`src/rtl/rv32i_types.sv`:
```
// ============================================================================
// Module      : rv32i_types (package)
// Description : Result and broadcast payload types shared by the CDB arbiter.
// Revision    : 1.0 - initial release
// ============================================================================
`default_nettype none

package rv32i_types;

    localparam int ROB_DEPTH = 16;
    localparam int FU_COUNT  = 4;
    localparam int PREG_W    = 6;

    typedef struct packed {
        logic        valid;
        logic [63:0] order;
        logic [31:0] insn;
    } rvfi_t;

    typedef struct packed {
        logic [$clog2(ROB_DEPTH)-1:0] rob_id;
        logic [PREG_W-1:0]            pd;
        logic [4:0]                   rd;
        logic [31:0]                  value;
        rvfi_t                        rvfi;
    } fu_result_t;

    typedef fu_result_t cdb_t;

endpackage

`default_nettype wire

```
`src/rtl/cdb_rr_select.sv`:
```
// ============================================================================
// Module      : cdb_rr_select
// Description : Combinational picker: starved requesters first, then the rest,
//               both scanned from the round-robin pointer; up to N_LANES picks.
// Revision    : 1.0 - initial release
// ============================================================================
`default_nettype none

module cdb_rr_select
    import rv32i_types::*;
#(
    parameter int N_REQ   = 4,
    parameter int N_LANES = 2,
    parameter int IDX_W   = 2
) (
    input  logic [N_REQ-1:0]              i_req,
    input  logic [N_REQ-1:0]              i_prio,
    input  logic [IDX_W-1:0]              i_rr_ptr,
    output logic [N_REQ-1:0]              o_grant,
    output logic [N_LANES-1:0]            o_lane_valid,
    output logic [N_LANES-1:0][IDX_W-1:0] o_lane_idx
);

    always_comb begin
        int n;
        int idx;
        logic want;
        o_grant      = '0;
        o_lane_valid = '0;
        o_lane_idx   = '0;
        n            = 0;
        idx          = 0;
        want         = 1'b0;
        // Pass 0 takes starved requesters, pass 1 everyone else.
        for (int pass = 0; pass < 2; pass++) begin
            for (int k = 0; k < N_REQ; k++) begin
                idx = int'(i_rr_ptr) + k;
                if (idx >= N_REQ) begin
                    idx = idx - N_REQ;
                end
                want = (pass == 0) ? i_prio[idx] : !i_prio[idx];
                if (i_req[idx] && want && (n < N_LANES)) begin
                    o_grant[idx]    = 1'b1;
                    o_lane_valid[n] = 1'b1;
                    o_lane_idx[n]   = IDX_W'(idx);
                    n               = n + 1;
                end
            end
        end
    end

endmodule

`default_nettype wire

```
`src/rtl/cdb_arbiter.sv`:
```
// ============================================================================
// Module      : cdb_arbiter
// Description : Shares SS common-data-bus lanes among FU result ports with
//               round-robin grants, starvation override and a 1-cycle CDB stage.
// Revision    : 1.0 - initial release
// ============================================================================
`default_nettype none

module cdb_arbiter
    import rv32i_types::*;
#(
    parameter int SS           = 2,
    parameter int STARVE_LIMIT = 7
) (
    input  logic                      clk,
    input  logic                      rst,
    input  logic                      flush,
    input  logic [FU_COUNT-1:0]       fu_valid,
    input  fu_result_t [FU_COUNT-1:0] fu_result,
    output logic [FU_COUNT-1:0]       fu_ready,
    output logic [SS-1:0]             cdb_valid,
    output cdb_t [SS-1:0]             cdb_out
);

    localparam int C_IDX_W = (FU_COUNT > 1) ? $clog2(FU_COUNT) : 1;
    localparam int C_CNT_W = $clog2(STARVE_LIMIT + 1);
    localparam logic [C_CNT_W-1:0] C_LIMIT = C_CNT_W'(STARVE_LIMIT);
    localparam logic [C_IDX_W-1:0] C_LAST  = C_IDX_W'(FU_COUNT - 1);

    logic [C_IDX_W-1:0]               rr_ptr_q, rr_ptr_d;
    logic [FU_COUNT-1:0][C_CNT_W-1:0] wait_cnt_q, wait_cnt_d;
    logic [SS-1:0]                    cdb_valid_q, cdb_valid_d;
    cdb_t [SS-1:0]                    cdb_out_q, cdb_out_d;

    logic                             w_accept;
    logic [FU_COUNT-1:0]              w_prio;
    logic [FU_COUNT-1:0]              w_grant;
    logic [SS-1:0]                    w_lane_valid;
    logic [SS-1:0][C_IDX_W-1:0]       w_lane_idx;
    logic [C_IDX_W-1:0]               w_last;

    assign w_accept = !rst && !flush;

    always_comb begin
        w_prio = '0;
        for (int j = 0; j < FU_COUNT; j++) begin
            w_prio[j] = fu_valid[j] && (wait_cnt_q[j] >= C_LIMIT);
        end
    end

    cdb_rr_select #(
        .N_REQ   (FU_COUNT),
        .N_LANES (SS),
        .IDX_W   (C_IDX_W)
    ) u_select (
        .i_req        (fu_valid),
        .i_prio       (w_prio),
        .i_rr_ptr     (rr_ptr_q),
        .o_grant      (w_grant),
        .o_lane_valid (w_lane_valid),
        .o_lane_idx   (w_lane_idx)
    );

    always_comb begin
        fu_ready    = w_accept ? w_grant : '0;
        rr_ptr_d    = rr_ptr_q;
        wait_cnt_d  = wait_cnt_q;
        cdb_valid_d = '0;
        cdb_out_d   = cdb_out_q;
        w_last      = '0;

        for (int k = 0; k < SS; k++) begin
            if (w_lane_valid[k]) begin
                w_last = w_lane_idx[k];
            end
        end
        // Explicit wrap keeps this correct for non-power-of-2 FU counts.
        if (w_accept && (|w_lane_valid)) begin
            rr_ptr_d = (w_last == C_LAST) ? '0 : w_last + 1'b1;
        end

        for (int j = 0; j < FU_COUNT; j++) begin
            if (!w_accept || !fu_valid[j] || w_grant[j]) begin
                wait_cnt_d[j] = '0;
            end else if (wait_cnt_q[j] < C_LIMIT) begin
                wait_cnt_d[j] = wait_cnt_q[j] + 1'b1;
            end
        end

        if (w_accept) begin
            for (int k = 0; k < SS; k++) begin
                if (w_lane_valid[k]) begin
                    cdb_valid_d[k] = 1'b1;
                    cdb_out_d[k]   = fu_result[w_lane_idx[k]];
                end
            end
        end
    end

    always_ff @(posedge clk) begin
        if (rst) begin
            rr_ptr_q    <= '0;
            wait_cnt_q  <= '0;
            cdb_valid_q <= '0;
            cdb_out_q   <= '0;
        end else begin
            rr_ptr_q    <= rr_ptr_d;
            wait_cnt_q  <= wait_cnt_d;
            cdb_valid_q <= cdb_valid_d;
            cdb_out_q   <= cdb_out_d;
        end
    end

    assign cdb_valid = cdb_valid_q;
    assign cdb_out   = cdb_out_q;

endmodule

`default_nettype wire

```
`config.mk`:
```
export PLATFORM = sky130hd
export DESIGN_NAME = cdb_arbiter
export DESIGN_NICKNAME = d
export VERILOG_FILES = /design/src/rtl/rv32i_types.sv /design/src/rtl/cdb_rr_select.sv /design/src/rtl/cdb_arbiter.sv
export SDC_FILE = /design/constraint.sdc
export NUM_CORES = 1
export LEC_CHECK = 0
export BUFFER_PORTS_ARGS = -buffer_cell sky130_fd_sc_hd__clkbuf_2
export CAP_MARGIN = 10
export CORE_AREA = 2 2 338 340
export DETAILED_ROUTE_END_ITERATION = 16
export DIE_AREA = 0 0 340 342
export PLACE_DENSITY = 0.32
export RECOVER_POWER = 25
export SYNTH_ARGS = -nofsm -noshare
export SYNTH_HDL_FRONTEND = slang
export SYNTH_HIERARCHICAL = 1
export SYNTH_SLANG_ARGS = --single-unit
```
`constraint.sdc`:
```
create_clock -name clk -period 17.7 [get_ports clk]
set_input_delay 3.54 -clock clk [delete_from_list [all_inputs] [get_ports clk]]
set_output_delay 3.54 -clock clk [all_outputs]
set_load 0.05 [all_outputs]
```
==> impl_summary.log, run 1 <==
[metrics] run status: finished clean
[metrics] number of buffers on the longest clock path: 3
[metrics] Area after DPL: 0.0242 mm²
[metrics] share of the core filled with cells in the final layout: 22.6%
[metrics] beginning of the critical path: fu_valid[3]
[metrics] count of flip-flops with a built-in enable after synthesis: 0
[metrics] number of instances resized during post-cts repair: 0
[metrics] Boundary Pins: 877
[metrics] source-to-sink clock delay at the later pin of the worst-skew pair: 0.61 ns
[metrics] starting utilization of the core area: 16.3%
[metrics] per-cell routed wire length: 23.8 µm
[metrics] core outline area: 0.113 mm²
[metrics] fmax: 0.0719 GHz
[metrics] delay of the slowest cell on the worst path: 0.59 ns
[metrics] worst hold path startpoint: cdb_out[198]
[metrics] Register Area: 0.00609 mm²
[metrics] grt ovf: 0
[metrics] count of nets after finishing: 3245
[metrics] Final Hold Violating Endpoints: 0
[metrics] half-perimeter wire length after placement: 75.4 mm
[metrics] Fin Clk Skew: 0.0179 ns
[metrics] worst path arrival time: 10.36 ns
[metrics] first drt pass iteration count: 5
[metrics] Vias: 18700
[metrics] async set-or-reset flop fraction in the synthesized netlist: 0%
[metrics] Syn Area/Cell: 9.90 µm²
[metrics] root buffer cell: sky130_fd_sc_hd__clkbuf_16
[metrics] final critical-path share of the clock period: 78.5%
[metrics] Die Area: 0.116 mm²
[metrics] flip-flop and latch count after synthesis: 304
[metrics] number of setup buffers added after CTS: 0
[metrics] placement row count: 124
[metrics] clock-pin transition on the worst setup and hold timing paths: 0.05 ns
[metrics] worst-margin pin slew: 1.15 ns
[metrics] proportion of synthesized chip area in sequential cells: 33.0%
[metrics] Worst Path Class, Setup: input pin to output port
[metrics] max_slew headroom: 23.2%
[metrics] accumulated negative setup slack: 0 ns
[metrics] LEAKAGE: 13.6 nW
[metrics] Data required, critical path: 14.16 ns
[metrics] fill cell instance count of the final layout: 12500
[metrics] crit start category: input pin
[metrics] number of distinct library cells after synthesis: 63
[metrics] number of H-tree levels: 2
[metrics] post-route cell area: 0.0255 mm²
[metrics] leading cell type in the layout, fill and taps excluded: sky130_fd_sc_hd__clkbuf_2
[metrics] # clock sinks: 304
[metrics] Worst Hold Class: flop to flop
[metrics] antenna violations before repair: 11
[metrics] All-Layer GR Usage: 16.2%
[metrics] gpl congestion: 0.901
[metrics] number of warnings printed during yosys synthesis: 6
[metrics] wire length of the first global-routing pass: 139 mm
[metrics] signed area change from the synthesized netlist to the final layout: 38.4%
[metrics] area occupied by multi-input gates: 0.0116 mm²
[metrics] clock buffer count from CTS: 45
[metrics] via count of the first global-routing pass: 19200
[metrics] max capacitance violation total: 0
[metrics] sort of element at the end of the critical path: output port
[metrics] Netlist Area Pre-Place: 0.0184 mm²
[metrics] critical path fanouts, max: 11
[metrics] Max Transition Viols Final: 0
[metrics] fraction of layout instances using a drive strength above 1: 31.9%
[metrics] dominant delay contributor by cell family on the critical path: simple AND/OR/NAND/NOR gates
[metrics] RSZ-0062 raised after global routing: false
[metrics] Finished Layout Cells: 4192
[metrics] ratio of total power to cell area: 284 mW/mm²
[metrics] top library cells by usage in the layout, fill and taps aside: sky130_fd_sc_hd__clkbuf_2, sky130_fd_sc_hd__mux2i_1, sky130_fd_sc_hd__dfxtp_1
[metrics] overall die height: 342 µm
[metrics] CTS tree: built
[metrics] syn nets: 2469
[metrics] crit path max-delay cell type: sky130_fd_sc_hd__fa_1
[metrics] count of placed standard cells including taps: 4104
[metrics] post-DR vias/cell: 4.46
[metrics] I/O Buffers: 876
[metrics] number of design rule violations left after detail routing: 0
[metrics] Worst VDD drop: 0.392 mV
[metrics] final setup violation count: 0
[metrics] quantity of hold-fixing buffers added after cts: 0
[metrics] largest net degree at the start of global routing: 124
[metrics] number of buffer and inverter stages on the critical path: 3
[metrics] Most used DFF post-synth: sky130_fd_sc_hd__dfxtp_1
[metrics] residual antenna-violating net count after detailed routing: 0
[metrics] horizontal die dimension: 340 µm
[metrics] total detailed-routing wirelength: 99.7 mm
[metrics] startpoint of the most critical register-to-register path: rr_ptr_q[1]
[metrics] DRT iter0 DRCs: 676
[metrics] post-layout min period: 13.90 ns
[metrics] number of instances in the synthesized netlist: 1863
-- metrics by stage --
| stage | hold WS (ns) | worst slack [ns] | power (W) |
|---|---|---|---|
| final | 0.447 | 3.80 | 0.00724 |
| after global routing | 0.457 | 3.29 | 0.00762 |
| after CTS | 0.451 | 3.88 | 0.00736 |
| after detailed placement | 0.438 | 3.88 | 0.00639 |
| after global placement | 0.435 | 3.96 | 0.00634 |
| after floorplan | 0.438 | 4.70 | 0.00515 |
-- final timing paths --
kind | endpoint | slack, ns | cells after the start
worst max register to register | cdb_out[8] | 6.97 | 29
worst max-delay path | fu_ready[2] | 3.80 | 26
worst min register to register | cdb_out[198] | 0.45 | 1
worst min-delay path | cdb_out[198] | 0.45 | 1
-- Yosys cell counts, types with 5 or more instances --
master,instances,area (µm²)
sky130_fd_sc_hd__nand3_1,14,70.1
sky130_fd_sc_hd__nor2_1,15,56.3
sky130_fd_sc_hd__o22ai_1,288,1800
sky130_fd_sc_hd__buf_4,9,67.6
sky130_fd_sc_hd__and2_1,10,62.6
sky130_fd_sc_hd__ha_1,22,275
sky130_fd_sc_hd__nor3_1,5,25.0
sky130_fd_sc_hd__and3_1,8,50.1
sky130_fd_sc_hd__inv_1,10,37.5
sky130_fd_sc_hd__nand2_1,28,105
sky130_fd_sc_hd__mux2i_1,579,5800
sky130_fd_sc_hd__buf_2,31,155
sky130_fd_sc_hd__o21ai_0,13,65.1
sky130_fd_sc_hd__dfxtp_1,304,6090
sky130_fd_sc_hd__a21oi_1,14,70.1
sky130_fd_sc_hd__clkbuf_1,86,323
sky130_fd_sc_hd__a21o_1,290,2180
sky130_fd_sc_hd__buf_6,16,180
sky130_fd_sc_hd__o21a_1,14,105
sky130_fd_sc_hd__buf_1,29,109
sky130_fd_sc_hd__a31oi_1,6,37.5
sky130_fd_sc_hd__a21boi_0,5,37.5
-- kinds of logic (layout without fill, tap and decap cells) --
family	count (synthesis)	in the layout	synth area share (%)
AOI/OAI and AO/OA	654	654	24.4
muxes	590	590	32.7
DFF	304	304	33.0
buffers and inverters	181	991	4.73
and+or+nand+nor	106	106	3.18
adders and majority gates	23	23	1.60
xor gates and xnor gates	5	5	0.380
other	0	7	0
-- sequential cells by signal, indices dropped and copies added (netlist names) --
register and count:
cdb_out 288, wait_cnt_q 12, cdb_valid 2, rr_ptr_q 2
-- power by group --
| group | internal (W) | switching, W |
|---|---|---|
| Clock | 0.000556 | 0.000379 |
| Sequential | 0.000950 | 0.000143 |
| Combinational | 0.00196 | 0.00325 |
-- per-layer routing --
layer,share of wire (%),global-route usage [%],up-vias,wire [µm]
li1,-,-,8751,-
met1,39,18.1,9122,39200
met2,50,28.7,671,50000
met3,7.0,4.71,129,7010
met4,3.5,6.40,6,3510
met5,0.041,0,-,41
-- cell type report --
type                            count  share of cell area, %
Multi-Input combinational cell   1378                   45.3
Clock buffer                       65                   5.25
Clock inverter                     16                  0.652
Timing Repair Buffer              900                   17.3
Inverter                           10                  0.147
Tap cell                         1512                   7.41
Antenna cell                        7                 0.0686
Sequential cell                   304                   23.8
(Power assumes the default switching activity.)
==> run 2: changes to the inputs <==
- ABC_AREA: default -> 1
- CORE_AREA: 2 2 338 340 -> 2 2 344 346
- DIE_AREA: 0 0 340 342 -> 0 0 346 348
- PLACE_DENSITY: 0.32 -> 0.34
- clock period: 17.7 -> 11.6 ns (I/O delays scaled with it)
==> run 2 against run 1 <==
Compared with the run above:
- non-clock buffer count increased by 16
- via count up 43%
- synthesized cell count grew 89%
- highest routed layer unchanged
- clock skew is 0.019 ns higher
- flip-flop and latch count unchanged
- clock-buffer cell count down 1
- die area increased by 3.6%
- worst hold slack gained 0.021 ns
- setup slack got worse by 2.1 ns
- global-route usage rose by 5.3 points
- wire length rose by 35%
==> impl_summary.log, run 2 <==
[metrics] root buffer cell: sky130_fd_sc_hd__clkbuf_16
[metrics] quantity of hold-fixing buffers added after cts: 0 (unchanged)
[metrics] startpoint of the most critical register-to-register path: rr_ptr_q[1]
[metrics] proportion of synthesized chip area in sequential cells: 29.9% (-3.1 points)
[metrics] Syn Area/Cell: 5.79 µm² (-42%)
[metrics] crit path max-delay cell type: sky130_fd_sc_hd__fa_1
[metrics] Die Area: 0.120 mm² (+3.6%)
[metrics] worst hold path startpoint: cdb_out[92]
[metrics] xor/xnor share of the synthesized area: 0% (-0.38 points)
[metrics] top cell types by occurrence after synthesis: sky130_fd_sc_hd__nand2_1, sky130_fd_sc_hd__nand3_1, sky130_fd_sc_hd__dfxtp_1
[metrics] run status: finished clean
[metrics] RSZ-0062 raised after global routing: false
[metrics] total detailed-routing wirelength: 135 mm (+35%)
[metrics] destination of the worst register-to-register timing path: cdb_out[191]
[metrics] accumulated negative setup slack: 0 ns (unchanged)
[metrics] area occupied by multi-input gates: 0.0128 mm² (+11%)
[metrics] Synth Area in Compound Gates: 1.34% (-23 points)
[metrics] largest net degree at the start of global routing: 116 (-6.5%)
[metrics] # clock sinks: 304 (unchanged)
[metrics] top library cells by usage in the layout, fill and taps aside: sky130_fd_sc_hd__nand2_1, sky130_fd_sc_hd__nand3_1, sky130_fd_sc_hd__clkbuf_2
[metrics] Netlist Area Pre-Place: 0.0204 mm² (+11%)
[metrics] first drt pass iteration count: 5 (unchanged)
[metrics] count of nets after finishing: 4808 (+48%)
[metrics] share of the synthesized area in the top cell type: 29.9% (-3.1 points)
[metrics] max capacitance violation total: 0 (unchanged)
[metrics] CTS tree: built
[metrics] fraction of layout instances using a drive strength above 1: 20.9% (-11 points)
[metrics] sort of element at the end of the critical path: output port
[metrics] All-Layer GR Usage: 21.5% (+5.3 points)
[metrics] share of synthesized cell area in full adder, half adder and majority cells: 1.45% (-0.15 points)
[metrics] number of warnings printed during yosys synthesis: 6 (unchanged)
[metrics] half-perimeter wire length after placement: 94.3 mm (+25%)
[metrics] count of flip-flops with a built-in enable after synthesis: 0 (unchanged)
[metrics] max reg flops: 288 (unchanged)
[metrics] critical path fanouts, max: 8 (-3)
[metrics] source-to-sink clock delay at the later pin of the worst-skew pair: 0.62 ns (about the same)
[metrics] cell types with the largest area share after synthesis: sky130_fd_sc_hd__dfxtp_1, sky130_fd_sc_hd__nand3_1, sky130_fd_sc_hd__nand2_1, sky130_fd_sc_hd__buf_2, sky130_fd_sc_hd__clkbuf_1
[metrics] number of buffers on the longest clock path: 3 (unchanged)
[metrics] starting utilization of the core area: 17.4% (+1.1 points)
[metrics] fmax: 0.101 GHz
[metrics] setup slack, reg-to-reg: 3.14 ns (-3.83 ns)
[metrics] final critical-path share of the clock period: 85.3%
[metrics] antenna violations before repair: 43 (+32)
[metrics] crit start category: input pin
[metrics] largest family of logic cells by synthesized area: simple AND/OR/NAND/NOR gates
[metrics] worst path arrival time: 7.57 ns (-2.79 ns)
[metrics] number of design rule violations left after detail routing: 0 (unchanged)
[metrics] Worst Path Class, Setup: input pin to output port
[metrics] Finished Layout Cells: 5789 (+38%)
[metrics] post-layout min period: 9.89 ns
[metrics] Fin Clk Skew: 0.0364 ns (+0.0186 ns)
[metrics] post-DR vias/cell: 4.62 (+3.6%)
[metrics] count of placed standard cells including taps: 5690 (+39%)
[metrics] worst-margin pin slew: 1.04 ns (-0.117 ns)
[metrics] share of synthesized area spent on multiplexers: 0% (-33 points)
[metrics] flip-flop and latch count after synthesis: 304 (unchanged)
[metrics] via count of the first global-routing pass: 25900 (+35%)
[metrics] worst hold endpoint: cdb_out[92]
[metrics] most area-hungry cell type in the Yosys netlist: sky130_fd_sc_hd__dfxtp_1
[metrics] leading cell type in the layout, fill and taps excluded: sky130_fd_sc_hd__nand2_1
[metrics] Data required, critical path: 9.28 ns (-4.88 ns)
[metrics] core outline area: 0.117 mm² (+3.4%)
[metrics] clock-pin transition on the worst setup and hold timing paths: 0.05 ns (about the same)
[metrics] number of instances resized during post-cts repair: 0 (unchanged)
[metrics] DRT iter0 DRCs: 1792 (+170%)
[metrics] number of H-tree levels: 2 (unchanged)
[metrics] Post-Synth Simple-Gate Area: 59.9% (+57 points)
[metrics] R2R depth: 33 (+14%)
[metrics] Max Transition Viols Final: 0 (unchanged)
[metrics] overall die height: 348 µm (+1.8%)
[metrics] most repeated cell in the gate-level netlist after synthesis: sky130_fd_sc_hd__nand2_1
[metrics] gpl congestion: 0.841 (-6.7%)
[metrics] grt ovf: 0 (unchanged)
[metrics] fill cell instance count of the final layout: 13700 (+9.8%)
[metrics] max_slew headroom: 31.0% (+7.8 points)
[metrics] smallest hold slack: 0.468 ns (+0.0213 ns)
[metrics] cell depth of the worst hold path: 2 (+1)
[metrics] number of distinct library cells after synthesis: 35 (-44%)
[metrics] I/O Buffers: 876 (unchanged)
[metrics] Register Area: 0.00609 mm² (unchanged)
[metrics] syn nets: 4128 (+67%)
[metrics] per-cell routed wire length: 23.3 µm (-2.1%)
[metrics] final setup violation count: 0 (unchanged)
[metrics] Boundary Pins: 877 (unchanged)
[metrics] library cell appearing most often on the critical path: sky130_fd_sc_hd__nand2_1
[metrics] horizontal die dimension: 346 µm (+1.8%)
[metrics] async set-or-reset flop fraction in the synthesized netlist: 0% (unchanged)
[metrics] Most used DFF post-synth: sky130_fd_sc_hd__dfxtp_1
[metrics] placement row count: 126 (+1.6%)
[metrics] signed area change from the synthesized netlist to the final layout: 33.8%
[metrics] delay of the slowest cell on the worst path: 0.49 ns (-0.10 ns)
[metrics] number of setup buffers added after CTS: 0 (unchanged)
[metrics] wire length of the first global-routing pass: 193 mm (+39%)
[metrics] residual antenna-violating net count after detailed routing: 0 (unchanged)
[metrics] Vias: 26700 (+43%)
[metrics] number of instances in the synthesized netlist: 3522 (+89%)
[metrics] clock buffer count from CTS: 46 (+2.2%)
[metrics] Worst Hold Class: flop to flop
[metrics] Final Hold Violating Endpoints: 0 (unchanged)
run 2: changes by cell type after synthesis, sizes merged, moves of 10 or more:
cell,change
o21a,-10
mux2i,-580
a21o,-290
inv,+51
o22ai,-288
a21oi,-13
clkbuf,+22
nand3,+1187
and2,-10
nor2,+15
buf,+91
nand2,+1538
run 2: worst max path at each step:
| stage | startpoint | end | slack [ns] | cells after the start |
|---|---|---|---|---|
| global route | fu_valid[0] | fu_ready[3] | 1.28 | 31 |
| CTS | fu_valid[0] | fu_ready[2] | 1.69 | 31 |
| global placement | fu_valid[1] | fu_ready[2] | 1.76 | 31 |
| finish | fu_valid[0] | fu_ready[2] | 1.71 | 31 |
| floorplan | fu_valid[1] | fu_ready[0] | 2.11 | 29 |
| detailed placement | fu_valid[0] | fu_ready[2] | 1.68 | 31 |
run 2: kinds of logic (layout without fill, tap and decap cells):
| family | after synthesis | count (layout) |
|---|---|---|
| AND/OR/NAND/NOR | 2804 | 2804 |
| AO/OA/AOI/OAI | 44 | 44 |
| other | 0 | 21 |
| buffers and inverters | 347 | 1057 |
| flip-flops | 304 | 304 |
| adder cells (fa/ha/maj) | 23 | 23 |
run 2: layer usage:
metal	track usage, %	vias up	part of all wire, %
met5	0	-	0.18
met1	26.0	12600	42
met4	5.86	34	2.5
met2	36.5	943	47
met3	6.66	163	8.0
li1	-	13000	-
run 2: through the flow:
| stage | worst slack [ns] | util (%) | instance area [µm²] |
|---|---|---|---|
| floorplan | 2.11 | - | 20400 |
| detailed placement | 1.68 | 22.2 | 25900 |
| global placement | 1.76 | 22.2 | 25900 |
| global route | 1.28 | 23.3 | 27200 |
| CTS | 1.69 | 23.4 | 27400 |
| finish | 1.71 | 23.3 | 27300 |
run 2: critical path: cells and delay by family:
| kind | cells | cell delay (ns) |
|---|---|---|
| AOI/OAI and AO/OA | 4 | 0.63 |
| adders and majority gates | 6 | 1.93 |
| buffers and inverters | 7 | 0.97 |
| and+or+nand+nor | 14 | 1.74 |
run 2: area by class of cell:
type                       count  area share [%]
multi-input combinational   2871            47.0
sequential                   304            22.3
timing repair buffer         916            16.9
tap                         1536            7.05
clock buffer                  64            4.80
inverter                      63            1.07
clock inverter                14           0.638
antenna                       21           0.193
Power of run 2 is not shown: default switching activity piles up to over one toggle a cycle in this logic, so the estimate is an artifact.
